<file path="config.mk">
export PLATFORM = sky130hd
export DESIGN_NAME = pbit_gibbs_scheduler
export DESIGN_NICKNAME = d
export VERILOG_FILES = /design/src/rtl/pbit_gibbs_scheduler.sv
export SDC_FILE = /design/constraint.sdc
export NUM_CORES = 1
export LEC_CHECK = 0
export BUFFER_PORTS_ARGS = -buffer_cell sky130_fd_sc_hd__buf_2
export CORE_MARGIN = 10
export CORE_UTILIZATION = 45
export DETAILED_ROUTE_END_ITERATION = 8
export PLACE_DENSITY = 0.68
export SYNTH_ARGS = -nofsm -noshare
export SYNTH_HDL_FRONTEND = slang
export SYNTH_SLANG_ARGS = --single-unit
</file>
<file path="constraint.sdc">
create_clock -name clk -period 4 [get_ports clk]
set_clock_uncertainty 0.1 [all_clocks]
set_input_delay 0.6 -clock clk [delete_from_list [all_inputs] [get_ports clk]]
set_output_delay 0.6 -clock clk [all_outputs]
set_load 0.005 [all_outputs]
</file>
<file path="src/rtl/pbit_gibbs_scheduler.sv">
// Gibbs-sweep controller for a time-multiplexed p-bit array: fetches each spin's
// local field, scales it by the annealing shift, and samples the new spin against an LFSR.
module pbit_gibbs_scheduler #(
  parameter int N_SPINS         = 8,
  parameter int IDX_W           = 3,
  parameter int SWEEPS_PER_STEP = 4
) (
  input  logic               clk,
  input  logic               reset,
  input  logic               i_start,
  input  logic               i_abort,
  input  logic [15:0]        i_num_sweeps,
  output logic               o_field_req,
  output logic [IDX_W-1:0]   o_field_idx,
  input  logic               i_field_valid,
  input  logic [3:0]         i_field_val,
  output logic [N_SPINS-1:0] o_spins,
  output logic [1:0]         o_bit_shift,
  output logic               o_busy,
  output logic               o_done
);

  typedef enum logic [1:0] {
    S_IDLE,
    S_FETCH,
    S_UPDATE,
    S_DONE
  } state_t;

  localparam int                STEP_W    = $clog2(SWEEPS_PER_STEP + 1);
  localparam logic [IDX_W-1:0]  LAST_IDX  = IDX_W'(N_SPINS - 1);
  localparam logic [STEP_W-1:0] LAST_STEP = STEP_W'(SWEEPS_PER_STEP - 1);

  state_t              r_state;
  logic [IDX_W-1:0]    r_idx;
  logic [15:0]         r_sweep_cnt;
  logic [15:0]         r_num_sweeps;
  logic [STEP_W-1:0]   r_step_cnt;
  logic signed [3:0]   r_field;
  logic [4:0]          r_lfsr;
  logic [N_SPINS-1:0]  r_spins;
  logic [1:0]          r_bit_shift;
  logic                r_field_req;
  logic                r_busy;
  logic                r_done;

  logic                w_transfer;
  logic signed [3:0]   w_rng;
  logic signed [3:0]   w_shifted;
  logic                w_spin_new;
  logic [4:0]          w_lfsr_next;
  logic [1:0]          w_next_shift;
  logic [15:0]         w_sweep_inc;
  logic                w_idx_last;
  logic                w_step_last;
  logic                w_sweep_last;

  assign w_transfer   = r_field_req & i_field_valid;
  assign w_rng        = r_lfsr[3:0];
  assign w_lfsr_next  = {r_lfsr[3:0], r_lfsr[4] ^ r_lfsr[2]};
  assign w_sweep_inc  = r_sweep_cnt + 16'd1;
  assign w_idx_last   = (r_idx == LAST_IDX);
  assign w_step_last  = (r_step_cnt == LAST_STEP);
  assign w_sweep_last = (w_sweep_inc == r_num_sweeps);
  // Both operands are signed, so this is a two's-complement comparison.
  assign w_spin_new   = (w_shifted < w_rng);

  // Shifts stay 4 bits wide on purpose: large fields wrap rather than saturate.
  always_comb begin
    // NOTE: default assignment first so no path leaves the signal unassigned (no latch).
    w_shifted = r_field;
    case (r_bit_shift)
      2'b01:   w_shifted = r_field >>> 1;
      2'b10:   w_shifted = r_field <<< 1;
      2'b11:   w_shifted = r_field <<< 2;
      default: w_shifted = r_field;
    endcase
  end

  // Beta schedule: 01 -> 00 -> 10 -> 11, then hold.
  always_comb begin
    w_next_shift = 2'b11;
    case (r_bit_shift)
      2'b01:   w_next_shift = 2'b00;
      2'b00:   w_next_shift = 2'b10;
      default: w_next_shift = 2'b11;
    endcase
  end

  always_ff @(posedge clk or posedge reset) begin
    if (reset) begin
      r_state      <= S_IDLE;
      r_idx        <= '0;
      r_sweep_cnt  <= '0;
      r_num_sweeps <= '0;
      r_step_cnt   <= '0;
      r_field      <= '0;
      r_lfsr       <= 5'b00001;
      r_spins      <= '0;
      r_bit_shift  <= 2'b01;
      r_field_req  <= 1'b0;
      r_busy       <= 1'b0;
      r_done       <= 1'b0;
    end else begin
      // NOTE: non-blocking assignments so every register samples pre-edge values.
      r_done <= 1'b0;
      case (r_state)
        S_IDLE: begin
          if (i_start) begin
            r_num_sweeps <= i_num_sweeps;
            r_idx        <= '0;
            r_sweep_cnt  <= '0;
            r_step_cnt   <= '0;
            r_bit_shift  <= 2'b01;
            if (i_num_sweeps == 16'd0) begin
              r_state <= S_DONE;
              r_done  <= 1'b1;
            end else begin
              r_state     <= S_FETCH;
              r_field_req <= 1'b1;
              r_busy      <= 1'b1;
            end
          end
        end

        S_FETCH: begin
          if (i_abort) begin
            r_state     <= S_IDLE;
            r_field_req <= 1'b0;
            r_busy      <= 1'b0;
          end else if (w_transfer) begin
            r_field     <= i_field_val;
            r_field_req <= 1'b0;
            r_state     <= S_UPDATE;
          end
        end

        S_UPDATE: begin
          if (i_abort) begin
            r_state <= S_IDLE;
            r_busy  <= 1'b0;
          end else begin
            r_spins[r_idx] <= w_spin_new;
            r_lfsr         <= w_lfsr_next;
            if (!w_idx_last) begin
              r_idx       <= r_idx + IDX_W'(1);
              r_state     <= S_FETCH;
              r_field_req <= 1'b1;
            end else begin
              r_idx       <= '0;
              r_sweep_cnt <= w_sweep_inc;
              if (w_step_last) begin
                r_step_cnt  <= '0;
                r_bit_shift <= w_next_shift;
              end else begin
                r_step_cnt <= r_step_cnt + STEP_W'(1);
              end
              if (w_sweep_last) begin
                r_state <= S_DONE;
                r_done  <= 1'b1;
                r_busy  <= 1'b0;
              end else begin
                r_state     <= S_FETCH;
                r_field_req <= 1'b1;
              end
            end
          end
        end

        S_DONE: r_state <= S_IDLE;

        default: r_state <= S_IDLE;
      endcase
    end
  end

  assign o_field_req = r_field_req;
  assign o_field_idx = r_idx;
  assign o_spins     = r_spins;
  assign o_bit_shift = r_bit_shift;
  assign o_busy      = r_busy;
  assign o_done      = r_done;

endmodule

</file>
==> results.rst, run 1 <==
.. list-table::
   :header-rows: 1

   * - Metric
     - Value
   * - Run status
     - complete, no violations
   * - # DRC
     - 0
   * - Mean Syn Cell Area
     - approximately 9.9 um2
   * - Worst Reg-to-Reg Cells
     - 8
   * - Area occupied by multi-input gates
     - 1930 um2
   * - Worst-case clock buffer depth
     - 2
   * - Syn-to-layout area delta
     - 12.3%
   * - Instance count after placement with tap cells included
     - 491
   * - Via count of the routed design
     - 2892
   * - Residual overflow from global routing
     - 0
   * - Total power
     - 0.00236 W
   * - Worst setup path class
     - flip-flop to flip-flop
   * - Register clock-pin slew on the reported worst setup and hold paths
     - 0.08 ns
   * - Portion of total power attributed to the clock network
     - about a fifth
   * - Final setup slack of the worst path
     - between 0.9 and 1 ns
   * - Number of register bits inferred by synthesis
     - 62
   * - FFs w/ async S/R, synth
     - 100%
   * - Number of buffer cells added on primary ports
     - 40
   * - Starting density of the core
     - between 40% and 50%
   * - Cell Pwr Density
     - about 600 nW/um2
   * - DPL Wire Length
     - 6000 um
   * - Flip-flop cell with the highest count after synthesis
     - sky130_fd_sc_hd__dfrtp_1
   * - Detailed-route vias per instance
     - 5.70
   * - Count of synthesis-stage warnings from yosys
     - 0
   * - Final Max Slew Viols
     - 0
   * - First-pass GRT wire length
     - 13300 um
   * - Layout cells sized above 1
     - between 20% and 30%
   * - Internal Dissipation
     - 0.00146 W
   * - Nets in the synthesized netlist
     - 400
   * - Number of filler cells placed in the layout
     - 734
   * - Count of hold-fix buffers inserted at cts
     - 0
   * - Antenna violations before repair
     - 0
   * - Number of global-route vias before repair
     - 2704
   * - Place WS
     - 0.981 ns
   * - Worst min path class
     - input port to asynchronous set/reset pin
   * - Summed negative setup slack over all endpoints
     - 0 ns
   * - Sequential power share
     - between 40 and 50%
   * - Post-detailed-routing wire length
     - a little over 8000 um
   * - Switch Pwr
     - roughly 0.00090 W
   * - Area after detailed placement
     - 3870 um2
   * - Post-route non-filler standard cell count
     - between 500 and 600
   * - Count of boundary I/O pins
     - between 40 and 50
   * - Worst slew slack as a fraction of its limit
     - a little over two fifths
   * - Maximum clock frequency
     - around 330 MHz
   * - Crit path launch type
     - flip-flop
   * - Minimum period implied by the final worst setup slack
     - 3.06 ns
   * - Kind of capture point of the worst setup path
     - flip-flop
   * - Part of the Yosys area used for sequential elements
     - 43.1%
   * - Top-area cell type share of the netlist area
     - 41.7%
   * - Sink Count
     - 62
   * - Most area-hungry cell type in the Yosys netlist
     - sky130_fd_sc_hd__dfrtp_1
   * - Number of violations reported at the end of detailed-routing iteration 0
     - 210
   * - Worst path required time
     - 4.18 ns
   * - VDD IR-drop max
     - 0.333 mV
   * - Source-to-sink clock delay at the later pin of the worst-skew pair
     - roughly 0.35 ns
   * - TritonCTS clock tree
     - built
   * - Top cells by count, synth
     - sky130_fd_sc_hd__dfrtp_1 (60), sky130_fd_sc_hd__o21ai_0 (32), sky130_fd_sc_hd__mux2_2 (29), sky130_fd_sc_hd__nand2_1 (29), sky130_fd_sc_hd__nor2_1 (28)
   * - Full die area
     - around 12000 um2
   * - Detailed-route wire length per cell
     - 15.9 um
   * - Num rows
     - 32
   * - Number of violations of the max-capacitance limit
     - 0
   * - Final Hold Fails
     - 0
   * - Arrival time reported for the critical path endpoint
     - 3.24 ns
   * - Maximum number of pins on one net before global-route repair
     - 41
   * - Cell at the root of the clock tree
     - sky130_fd_sc_hd__clkbuf_8
   * - Die Ht
     - 109 um
   * - Logic gate share of total power
     - 38.2%
   * - Standard cell core area
     - 7770 um2
   * - Top post-synthesis cells by area
     - sky130_fd_sc_hd__dfrtp_1 (42%), sky130_fd_sc_hd__mux2_2 (9.1%), sky130_fd_sc_hd__o21ai_0 (4.4%), sky130_fd_sc_hd__ha_1 (3.8%), sky130_fd_sc_hd__xnor2_1 (3.4%)
   * - Number of instances in the synthesized netlist
     - 364
   * - Inserted Clock Buffers
     - 9
   * - Cell area after synthesis
     - 3600 um2
   * - CTS H-Tree Depth
     - 3
   * - Ratio of final minimum period to clock period
     - 76.5%
   * - Static power due to leakage
     - 1.77 nW
   * - First-pass iteration count of the detailed router
     - 5
   * - # resized after CTS
     - 0
   * - Final count of negative-setup-slack endpoints
     - 0
   * - Number of enable-type register cells in the synthesized netlist
     - 0
   * - Unrepaired setup endpoints after global routing
     - no
   * - Routability cong.
     - about 0.9
   * - Measured slew at the worst slew-check pin
     - 0.839 ns
   * - Maximum fanout count along the critical path
     - 9
   * - Number of buffers inserted by post-CTS setup repair
     - 0
   * - Horizontal extent of the die
     - roughly 110 um
   * - Design Area, Final
     - between 4000 and 5000 um2
   * - Number of distinct standard cells referenced by the synthesized netlist
     - 57
   * - Routed Antenna Nets
     - 0
   * - N_diodes
     - 0
   * - Switching power as a share of total power
     - between 30% and 40%
   * - Most frequent cell after synthesis
     - sky130_fd_sc_hd__dfrtp_1
   * - Total track usage
     - about 14%
   * - Sequential standard cell area
     - 1550 um2
   * - Nets
     - about 440
==> cells in the final DEF, fill, tap and decap left out, types with 3 or more instances in the layout <==
cell / count
sky130_fd_sc_hd__mux2i_1: 5
sky130_fd_sc_hd__a31oi_1: 3
sky130_fd_sc_hd__nor3_1: 5
sky130_fd_sc_hd__clkinv_2: 3
sky130_fd_sc_hd__inv_1: 12
sky130_fd_sc_hd__xor2_1: 6
sky130_fd_sc_hd__nor2b_1: 5
sky130_fd_sc_hd__nor4_1: 10
sky130_fd_sc_hd__nor2_1: 28
sky130_fd_sc_hd__nand3_1: 15
sky130_fd_sc_hd__nand2b_1: 7
sky130_fd_sc_hd__xnor2_1: 14
sky130_fd_sc_hd__o21ai_0: 32
sky130_fd_sc_hd__clkbuf_8: 9
sky130_fd_sc_hd__dfrtp_1: 60
sky130_fd_sc_hd__a21oi_1: 10
sky130_fd_sc_hd__a22o_1: 7
sky130_fd_sc_hd__ha_1: 11
sky130_fd_sc_hd__nand4_1: 5
sky130_fd_sc_hd__mux2_2: 29
sky130_fd_sc_hd__buf_2: 40
sky130_fd_sc_hd__o31ai_1: 3
sky130_fd_sc_hd__a21o_1: 4
sky130_fd_sc_hd__nor3b_1: 4
sky130_fd_sc_hd__nand2_1: 29
sky130_fd_sc_hd__or3_1: 3
==> path summary, 6_finish.rpt <==
kind / start / slack (ns) / end
hold reg to reg: r_step_cnt[1] / 0.37 / r_step_cnt[1]
max in group asynchronous: reset / 2.65 / r_num_sweeps[14]
hold / removal: reset / 0.32 / r_field[2]
setup reg to reg: r_sweep_cnt[0] / 0.94 / r_state[1]
setup / recovery: r_sweep_cnt[0] / 0.94 / r_state[1]
min in group clk: r_step_cnt[1] / 0.37 / r_step_cnt[1]
==> critical path: stages (launching register included) <==
cell and delay, ns:
sky130_fd_sc_hd__dfrtp_1 0.47, sky130_fd_sc_hd__ha_1 0.32, sky130_fd_sc_hd__nand3_2 0.22, sky130_fd_sc_hd__nor4_1 0.57, sky130_fd_sc_hd__xnor2_1 0.19, sky130_fd_sc_hd__o221ai_1 0.16, sky130_fd_sc_hd__or4_4 0.58, sky130_fd_sc_hd__or2_1 0.27
sky130_fd_sc_hd__a21boi_2 0.12
==> layer usage <==
metal  GRT usage, %  wire length, um  up-vias
met5              0                0        -
met4           5.76              124        0
met3           3.22              368        9
met2           20.5             3670       73
met1           19.2             3910     1402
li1               -                -     1408
==> power by group through the flow <==
stage | Sequential, W | Clock [W] | Combinational [W]
after CTS | 0.000969 | 0.000506 | 0.000909
after global routing | 0.000996 | 0.000538 | 0.00101
after floorplan | 0.000926 | 0 | 0.000715
after detailed placement | 0.000981 | 0 | 0.000907
after global placement | 0.000976 | 0 | 0.000874
final | 0.000968 | 0.000492 | 0.000902
==> stage by stage <==
stage,util [%],hold slack [ns]
final,52.1,0.319
after global routing,52.1,0.365
after CTS,52.1,0.346
after detailed placement,49.9,0.362
after global placement,49.9,0.361
after floorplan,-,0.343
==> logic make-up (layout without fill, tap and decap cells) <==
kind of cell / count (synthesis) / count (layout) / share of synthesized area [%]
flops: 62 / 62 / 43.1
buf+inv: 30 / 71 / 3.37
simple gates: 124 / 124 / 18.2
mux: 35 / 35 / 11.1
fa+ha+maj: 11 / 11 / 3.82
compound gates: 82 / 82 / 15.5
xor+xnor: 20 / 20 / 4.86
==> area by class of cell <==
| class | count | share of cell area (%) |
|---|---|---|
| Multi-Input combinational cell | 272 | 47.6 |
| Inverter | 13 | 1.21 |
| Timing Repair Buffer | 42 | 5.32 |
| Clock buffer | 9 | 3.06 |
| Sequential cell | 62 | 38.4 |
| Clock inverter | 7 | 1.21 |
| Tap cell | 102 | 3.15 |
==> registers in the layout (all words and copies together), names as in the netlist <==
register / count
o_done: 1
o_field_idx: 3
r_sweep_cnt: 16
r_num_sweeps: 16
r_state: 2
r_step_cnt: 3
r_field: 4
o_bit_shift: 2
o_field_req: 1
r_lfsr: 5
o_busy: 1
o_spins: 8
No activity file was read; power rests on OpenSTA's default activity.
==> inputs of run 2 (changes only) <==
--- a/config.mk
+++ b/config.mk
@@ -5,11 +5,12 @@
 export SDC_FILE = /design/constraint.sdc
 export NUM_CORES = 1
 export LEC_CHECK = 0
+export ABC_AREA = 1
 export BUFFER_PORTS_ARGS = -buffer_cell sky130_fd_sc_hd__buf_2
 export CORE_MARGIN = 10
 export CORE_UTILIZATION = 45
 export DETAILED_ROUTE_END_ITERATION = 8
-export PLACE_DENSITY = 0.68
+export PLACE_DENSITY = 0.7
 export SYNTH_ARGS = -nofsm -noshare
 export SYNTH_HDL_FRONTEND = slang
 export SYNTH_SLANG_ARGS = --single-unit
==> constraint.sdc (replaced) <==
create_clock -name clk -period 2.72 [get_ports clk]
set_clock_uncertainty 0.1 [all_clocks]
set_input_delay 0.408 -clock clk [delete_from_list [all_inputs] [get_ports clk]]
set_output_delay 0.408 -clock clk [all_outputs]
set_load 0.005 [all_outputs]
==> run 2 against run 1 <==
Compared with the run above:
- sequential power grew 54%
- cell area rose by 3.9%
- combinational power up 91%
- critical path depth increased by 8
- area after synthesis grew 0.52%
- synthesized cell count up 33%
- cell count up 27%
- worst hold slack worse by 0.15 ns
- core utilization rose by 2.0 points
- clock power is 98% higher
- power is 77% higher
- count of clock-buffer cells in the layout is 1 higher
- critical endpoint is now o_busy
- largest cell class unchanged
==> results.rst, run 2 <==
.. list-table::
   :header-rows: 1

   * - Metric
     - Value
   * - Most area-hungry cell type in the Yosys netlist
     - sky130_fd_sc_hd__dfrtp_1
   * - Antenna violations before repair
     - 0 (unchanged)
   * - Design Area, Final
     - 4200 um2 (+3.9%)
   * - Worst Reg-to-Reg Cells
     - 16 (+8)
   * - Count of hold-fix buffers inserted at cts
     - 0 (unchanged)
   * - Number of distinct standard cells referenced by the synthesized netlist
     - 37 (-35%)
   * - CP max stage cell
     - sky130_fd_sc_hd__dfrtp_1
   * - Worst-case clock buffer depth
     - 2 (unchanged)
   * - Number of violations reported at the end of detailed-routing iteration 0
     - 282 (+34%)
   * - FFs w/ async S/R, synth
     - 100% (unchanged)
   * - Total track usage
     - 15.7% (+1.8 points)
   * - Full die area
     - 12000 um2 (+0.42%)
   * - Number of buffer cells added on primary ports
     - 40 (unchanged)
   * - Num rows
     - 32 (unchanged)
   * - Worst min path class
     - input port to asynchronous set/reset pin
   * - N_diodes
     - 0 (unchanged)
   * - Reg2Reg Launch Point
     - r_sweep_cnt[1]
   * - Area after detailed placement
     - 3970 um2 (+2.5%)
   * - Arrival time reported for the critical path endpoint
     - 2.45 ns (-0.79 ns)
   * - Die Ht
     - 110 um (+0.21%)
   * - Kind of capture point of the worst setup path
     - flip-flop
   * - Minimum period implied by the final worst setup slack
     - 2.34 ns (-0.721 ns)
   * - Standard cell core area
     - 7770 um2 (unchanged)
   * - Measured slew at the worst slew-check pin
     - 0.815 ns (-0.0239 ns)
   * - CTS H-Tree Depth
     - 3 (unchanged)
   * - Top post-synthesis cells by area
     - sky130_fd_sc_hd__dfrtp_1 (41%), sky130_fd_sc_hd__nand2_1 (13%), sky130_fd_sc_hd__inv_1 (7.0%), sky130_fd_sc_hd__nand3_1 (6.2%), sky130_fd_sc_hd__o21ai_0 (5.5%)
   * - Post-detailed-routing wire length
     - 8930 um (+11%)
   * - Routed Antenna Nets
     - 0 (unchanged)
   * - Final Hold Fails
     - 0 (unchanged)
   * - First-pass iteration count of the detailed router
     - 5 (unchanged)
   * - Horizontal extent of the die
     - 110 um (+0.21%)
   * - Residual overflow from global routing
     - 0 (unchanged)
   * - Register clock-pin slew on the reported worst setup and hold paths
     - 0.07 ns (about the same)
   * - Inserted Clock Buffers
     - 9 (unchanged)
   * - Via count of the routed design
     - 3307 (+14%)
   * - Unrepaired setup endpoints after global routing
     - no
   * - Nets
     - 571 (+31%)
   * - Syn-to-layout area delta
     - 16.1%
   * - Mean Syn Cell Area
     - 7.48 um2 (-24%)
   * - Total power
     - 0.00418 W (+77%)
   * - Nets in the synthesized netlist
     - 520 (+30%)
   * - Routability cong.
     - 0.930 (+6.1%)
   * - Count of boundary I/O pins
     - 41 (unchanged)
   * - Final Max Slew Viols
     - 0 (unchanged)
   * - Cell area after synthesis
     - 3620 um2 (+0.52%)
   * - Static power due to leakage
     - 2.08 nW (+18%)
   * - Count of synthesis-stage warnings from yosys
     - 0 (unchanged)
   * - Run status
     - complete, no violations
   * - Detailed-route wire length per cell
     - 13.9 um (-13%)
   * - Most frequent cell after synthesis
     - sky130_fd_sc_hd__nand2_1
   * - Maximum clock frequency
     - 428 MHz (+31%)
   * - Worst slew slack as a fraction of its limit
     - 45.5% (+1.5 points)
   * - Number of register bits inferred by synthesis
     - 62 (unchanged)
   * - # resized after CTS
     - 0 (unchanged)
   * - Flip-flop cell with the highest count after synthesis
     - sky130_fd_sc_hd__dfrtp_1
   * - Starting density of the core
     - 46.6% (+0.24 points)
   * - Number of violations of the max-capacitance limit
     - 0 (unchanged)
   * - Critical path, cell by cell
     - ha_1 -> nand2_1 -> nor2_4 -> nand2_2 -> nor2_1 -> nand2_1 -> nand2_1 -> nand2_1 -> nand2_1 -> nand2_2 -> nor2_2 -> nand2_1 -> nand2_1 -> nand3_2 -> nand2_1 -> o21ai_1
   * - Commonest non-fill, non-tap cell in the layout
     - sky130_fd_sc_hd__nand2_1
   * - Part of the Yosys area used for sequential elements
     - 42.9% (-0.22 points)
   * - Worst path required time
     - 2.83 ns (-1.35 ns)
   * - Detailed-route vias per instance
     - 5.15 (-9.7%)
   * - Top cells by count, synth
     - sky130_fd_sc_hd__nand2_1 (123), sky130_fd_sc_hd__inv_1 (68), sky130_fd_sc_hd__dfrtp_1 (60), sky130_fd_sc_hd__nand3_1 (45), sky130_fd_sc_hd__nor2_1 (41)
   * - R2r setup slk
     - 0.38 ns (-0.56 ns)
   * - Cell at the root of the clock tree
     - sky130_fd_sc_hd__clkbuf_8
   * - Area occupied by multi-input gates
     - 1770 um2 (-8.1%)
   * - Final count of negative-setup-slack endpoints
     - 0 (unchanged)
   * - First-pass GRT wire length
     - 15200 um (+14%)
   * - VDD IR-drop max
     - 0.674 mV (+100%)
   * - Worst r2r dst
     - o_busy
   * - Number of enable-type register cells in the synthesized netlist
     - 0 (unchanged)
   * - Top-area cell type share of the netlist area
     - 41.5% (-0.22 points)
   * - Sink Count
     - 62 (unchanged)
   * - Source-to-sink clock delay at the later pin of the worst-skew pair
     - 0.34 ns (about the same)
   * - Layout cells sized above 1
     - 16.9% (-8.6 points)
   * - # DRC
     - 0 (unchanged)
   * - Commonest cells after routing, fill and taps aside
     - sky130_fd_sc_hd__nand2_1 (123), sky130_fd_sc_hd__inv_1 (67), sky130_fd_sc_hd__dfrtp_1 (60), sky130_fd_sc_hd__nand3_1 (45), sky130_fd_sc_hd__nor2_1 (41)
   * - Family with the most delay on the worst path
     - simple AND/OR/NAND/NOR gates
   * - Crit path launch type
     - flip-flop
   * - Worst setup path class
     - flip-flop to flip-flop
   * - Ratio of final minimum period to clock period
     - 86.0% (+9.5 points)
   * - Sequential standard cell area
     - 1550 um2 (unchanged)
   * - DPL Wire Length
     - 6810 um (+14%)
   * - Cell Pwr Density
     - 994 nW/um2 (+70%)
   * - Number of global-route vias before repair
     - 3172 (+17%)
   * - Maximum cell stage delay along the critical path
     - 0.42 ns (-0.16 ns)
   * - Maximum fanout count along the critical path
     - 7 (-2)
   * - Crit path buffers/inverters
     - 0 (unchanged)
   * - TritonCTS clock tree
     - built
   * - Number of instances in the synthesized netlist
     - 484 (+33%)
   * - Number of buffers inserted by post-CTS setup repair
     - 0 (unchanged)
   * - Number of filler cells placed in the layout
     - 746 (+1.6%)
   * - Summed negative setup slack over all endpoints
     - 0 ns (unchanged)
   * - Maximum number of pins on one net before global-route repair
     - 63 (+54%)
   * - Cell type with the highest occurrence count on the critical path
     - sky130_fd_sc_hd__nand2_1
run 2: cell count changes in the layout (fill, tap and decap cells not counted), moves of 8 or more:
cell and delta:
sky130_fd_sc_hd__nand2_1 +94, sky130_fd_sc_hd__inv_1 +55, sky130_fd_sc_hd__nand3_1 +30, sky130_fd_sc_hd__o21ai_0 +8, sky130_fd_sc_hd__nor4_1 -9, sky130_fd_sc_hd__nor2_1 +13, sky130_fd_sc_hd__xnor2_1 -11, sky130_fd_sc_hd__nand4_1 +8
sky130_fd_sc_hd__mux2_2 -27
run 2: worst max path at each step:
| stage | from | endpoint | slack [ns] | cells after the start |
|---|---|---|---|---|
| 5_1_grt | r_sweep_cnt[1] | o_field_req | 0.11 | 15 |
| 4_1_cts | r_sweep_cnt[1] | o_busy | 0.41 | 16 |
| 2_1_floorplan | o_bit_shift[0] | o_spins[0] | 0.63 | 9 |
| 3_3_place_gp | r_sweep_cnt[1] | o_busy | 0.43 | 16 |
| 3_5_place_dp | r_sweep_cnt[1] | o_busy | 0.43 | 16 |
| 6_report | r_sweep_cnt[1] | o_busy | 0.38 | 16 |
run 2: power by group:
part           total [W]  leakage (nW)  internal (W)  switching, W
Combinational    0.00172          1.15      0.000671       0.00105
Clock           0.000976         0.121      0.000609      0.000367
Sequential       0.00149         0.804       0.00122      0.000269
run 2: logic make-up (layout without fill, tap and decap cells):
| kind of cell | after synthesis | in the layout | share of synthesized area [%] |
|---|---|---|---|
| adder cells (fa/ha/maj) | 11 | 11 | 3.80 |
| XOR/XNOR | 4 | 4 | 0.968 |
| buffers and inverters | 78 | 134 | 8.19 |
| AND/OR/NAND/NOR | 246 | 246 | 30.9 |
| AO/OA/AOI/OAI | 81 | 81 | 12.6 |
| flip-flops | 62 | 62 | 42.9 |
| multiplexers | 2 | 2 | 0.622 |
run 2: worst reg2reg max path, delay by kind of cell (launching register included):
| family | cells | cell delay, ns |
|---|---|---|
| flip-flops | 1 | 0.42 |
| AND/OR/NAND/NOR | 14 | 1.40 |
| AO/OA/AOI/OAI | 1 | 0.06 |
| adder cells (fa/ha/maj) | 1 | 0.24 |
run 2: routing by layer:
layer / global-route usage, % / wire length (um)
met1: 21.4 / 4180
met2: 24.3 / 4000
met3: 3.57 / 627
met4: 5.11 / 119
met5: 0 / 0
run 2: layout make-up:
cell class                 count  share of cell area [%]
inverter                      72                    6.43
multi-input combinational    344                    42.1
clock inverter                 6                    2.59
timing repair buffer          46                    5.83
clock buffer                  10                    3.04
tap                          102                    3.04
sequential                    62                    37.0
run 2: through the flow:
stage	cells	hold WS, ns	utilization (%)	worst slack, ns
final	642	0.173	54.1	0.381
after global routing	642	0.182	54.1	0.106
after global placement	626	0.367	51.1	0.429
after floorplan	484	0.353	-	0.632
after CTS	642	0.181	54.1	0.410
after detailed placement	626	0.380	51.1	0.430
==> inputs of run 3 (changes only) <==
--- a/config.mk
+++ b/config.mk
@@ -6,11 +6,11 @@
 export NUM_CORES = 1
 export LEC_CHECK = 0
 export ABC_AREA = 1
-export BUFFER_PORTS_ARGS = -buffer_cell sky130_fd_sc_hd__buf_2
 export CORE_MARGIN = 10
 export CORE_UTILIZATION = 45
 export DETAILED_ROUTE_END_ITERATION = 8
-export PLACE_DENSITY = 0.7
+export DONT_BUFFER_PORTS = 1
+export PLACE_DENSITY = 0.66
 export SYNTH_ARGS = -nofsm -noshare
 export SYNTH_HDL_FRONTEND = slang
 export SYNTH_SLANG_ARGS = --single-unit
==> run 3 against run 2 <==
Compared with the run above:
- combinational power fell by 6%
- fmax fell by 2.2%
- setup slack got worse by 0.052 ns
- core utilization fell by 2.7 points
- cell count fell by 5.9%
- register-to-register slack got worse by 0.05 ns
- global-route usage barely moved
- power fell by 5.0%
- worst hold slack got worse by 0.068 ns
- routed wire length fell by 0.50%
- critical path depth did not move
==> results.rst, run 3 (synthesized netlist as in run 2, its figures left out) <==
.. list-table::
   :header-rows: 1

   * - Metric
     - Value
   * - Kind of capture point of the worst setup path
     - flip-flop
   * - Crit path buffers/inverters
     - 0 (unchanged)
   * - Via count of the routed design
     - 3140 (-5.0%)
   * - Die Ht
     - 110 um (unchanged)
   * - Final core utilization
     - 51.4% (-2.7 points)
   * - Detailed-route vias per instance
     - 5.20 (+0.92%)
   * - First-pass iteration count of the detailed router
     - 7 (+2)
   * - Ratio of final minimum period to clock period
     - 87.9% (+1.9 points)
   * - Reg2Reg Launch Point
     - r_sweep_cnt[0]
   * - Crit path launch type
     - flip-flop
   * - Total track usage
     - 15.7% (-0.020 points)
   * - R2r setup slk
     - 0.33 ns (-0.05 ns)
   * - Area after detailed placement
     - 3770 um2 (-4.9%)
   * - Worst min path class
     - input port to flip-flop
   * - Maximum number of pins on one net before global-route repair
     - 33 (-48%)
   * - Worst path depth
     - 16 (unchanged)
   * - Number of filler cells placed in the layout
     - 771 (+3.4%)
   * - Final Hold Fails
     - 0 (unchanged)
   * - Register clock-pin slew on the reported worst setup and hold paths
     - 0.08 ns (about the same)
   * - Final Max Slew Viols
     - 0 (unchanged)
   * - Critical path, cell by cell
     - ha_1 -> nand2_1 -> nor2_4 -> nand2_2 -> nor2_1 -> nand2_1 -> nand2_1 -> nand2_1 -> nand2_1 -> nand2_2 -> nor2_2 -> nand2_1 -> nand2_1 -> nand3_2 -> nand2_1 -> o21ai_1
   * - Layout cells sized above 1
     - 10.6% (-6.3 points)
   * - Maximum clock frequency
     - 418 MHz (-2.2%)
   * - # resized after CTS
     - 0 (unchanged)
   * - Cell at the root of the clock tree
     - sky130_fd_sc_hd__clkbuf_8
   * - Worst r2r dst
     - o_busy
   * - Full die area
     - 12000 um2 (unchanged)
   * - Standard cell core area
     - 7770 um2 (unchanged)
   * - Worst setup path class
     - flip-flop to flip-flop
   * - Number of buffer cells added on primary ports
     - 0 (-100%)
   * - CTS H-Tree Depth
     - 3 (unchanged)
   * - Worst path required time
     - 2.85 ns (+0.02 ns)
   * - # DRC
     - 0 (unchanged)
   * - Syn-to-layout area delta
     - 10.2%
   * - Number of buffers inserted by post-CTS setup repair
     - 0 (unchanged)
   * - Worst Reg-to-Reg Cells
     - 16 (unchanged)
   * - Inserted Clock Buffers
     - 9 (unchanged)
   * - Sink Count
     - 62 (unchanged)
   * - Worst slew slack as a fraction of its limit
     - 44.3% (-1.2 points)
   * - Unrepaired setup endpoints after global routing
     - no
   * - Nets
     - 533 (-6.7%)
   * - Number of violations reported at the end of detailed-routing iteration 0
     - 219 (-22%)
   * - Commonest cells after routing, fill and taps aside
     - sky130_fd_sc_hd__nand2_1 (123), sky130_fd_sc_hd__inv_1 (67), sky130_fd_sc_hd__dfrtp_1 (60), sky130_fd_sc_hd__nand3_1 (45), sky130_fd_sc_hd__nor2_1 (41)
   * - Num rows
     - 32 (unchanged)
   * - Static power due to leakage
     - 1.89 nW (-8.8%)
   * - DPL Wire Length
     - 6910 um (+1.5%)
   * - Antenna violations before repair
     - 0 (unchanged)
   * - Count of hold-fix buffers inserted at cts
     - 1 (+1)
   * - Starting density of the core
     - 46.6% (unchanged)
   * - Run status
     - complete, no violations
   * - Arrival time reported for the critical path endpoint
     - 2.52 ns (+0.07 ns)
   * - First-pass GRT wire length
     - 14900 um (-1.6%)
   * - Routed Antenna Nets
     - 0 (unchanged)
   * - Post-detailed-routing wire length
     - 8880 um (-0.50%)
   * - Number of global-route vias before repair
     - 3070 (-3.2%)
   * - Commonest non-fill, non-tap cell in the layout
     - sky130_fd_sc_hd__nand2_1
   * - VDD IR-drop max
     - 0.609 mV (-9.6%)
   * - N_diodes
     - 0 (unchanged)
   * - Cell type with the highest occurrence count on the critical path
     - sky130_fd_sc_hd__nand2_1
   * - End point of the critical path
     - o_busy
   * - CP max stage cell
     - sky130_fd_sc_hd__dfrtp_1
   * - Source-to-sink clock delay at the later pin of the worst-skew pair
     - 0.34 ns (about the same)
   * - Residual overflow from global routing
     - 0 (unchanged)
   * - Minimum period implied by the final worst setup slack
     - 2.39 ns (+0.0519 ns)
   * - Number of violations of the max-capacitance limit
     - 0 (unchanged)
   * - Worst-case clock buffer depth
     - 2 (unchanged)
   * - TritonCTS clock tree
     - built
   * - Cell Pwr Density
     - 995 nW/um2 (about the same)
   * - Horizontal extent of the die
     - 110 um (unchanged)
   * - Routability cong.
     - 0.886 (-4.8%)
   * - Worst setup path startpoint
     - r_sweep_cnt[0]
   * - Design Area, Final
     - 3990 um2 (-5.1%)
   * - Measured slew at the worst slew-check pin
     - 0.834 ns (+0.0185 ns)
   * - Family with the most delay on the worst path
     - simple AND/OR/NAND/NOR gates
   * - Maximum cell stage delay along the critical path
     - 0.43 ns (about the same)
   * - Detailed-route wire length per cell
     - 14.7 um (+5.8%)
   * - Count of boundary I/O pins
     - 41 (unchanged)
   * - Final count of negative-setup-slack endpoints
     - 0 (unchanged)
   * - Maximum fanout count along the critical path
     - 7 (unchanged)
   * - Summed negative setup slack over all endpoints
     - 0 ns (unchanged)
[run 3: cell count changes in the layout (fill, tap and decap cells not counted), sizes merged]
cell | previous run | this run
dlygate4sd3 | 0 | 1
buf | 46 | 7
clkinvlp | 0 | 1
bufinv | 3 | 1
clkinv | 3 | 4
[run 3: report_power, final]
| part | internal (W) | leakage (nW) | switching, W |
|---|---|---|---|
| clock | 0.000453 | 0.103 | 0.000396 |
| sequential | 0.00122 | 0.804 | 0.000291 |
| combinational | 0.000621 | 0.986 | 0.000992 |
| total | 0.00229 | 1.89 | 0.00168 |
[run 3: worst min-delay path by stage]
stage	startpoint	end	slack, ns	cells after the start
4_1_cts	i_field_val[2]	r_field[2]	0.1	1
2_1_floorplan	r_lfsr[1]	r_lfsr[2]	0.35	2
6_report	i_field_val[2]	r_field[2]	0.11	1
5_1_grt	i_field_val[2]	r_field[2]	0.09	1
3_3_place_gp	reset	r_step_cnt[2]	0.20	1
3_5_place_dp	reset	r_sweep_cnt[13]	0.19	1
[run 3: layer usage]
| layer | vias up | track usage, % | part of all wire (%) |
|---|---|---|---|
| met5 | - | 0 | 0 |
| met4 | 0 | 4.37 | 1.0 |
| li1 | 1606 | - | - |
| met2 | 67 | 24.2 | 45 |
| met3 | 10 | 4.74 | 6.0 |
| met1 | 1457 | 21.0 | 48 |
[run 3: final cells by class]
cell class	count	area, um2	share of cell area (%)
multi-input cells	344	1770	44.4
inverters	72	270	6.77
clock inverters	6	68.8	1.72
well taps	102	128	3.20
repair buffers	8	62.6	1.57
clock buffers	10	138	3.45
flip-flops and latches	62	1550	38.9
[run 3: stage by stage]
stage	cells	setup slack [ns]	hold WS (ns)	total power, W
2_1_floorplan	484	0.632	0.353	0.00261
3_3_place_gp	587	0.398	0.196	0.00309
3_5_place_dp	587	0.369	0.194	0.00314
4_1_cts	604	0.343	0.0976	0.00399
5_1_grt	604	0.0660	0.0889	0.00432
6_report	604	0.329	0.106	0.00397
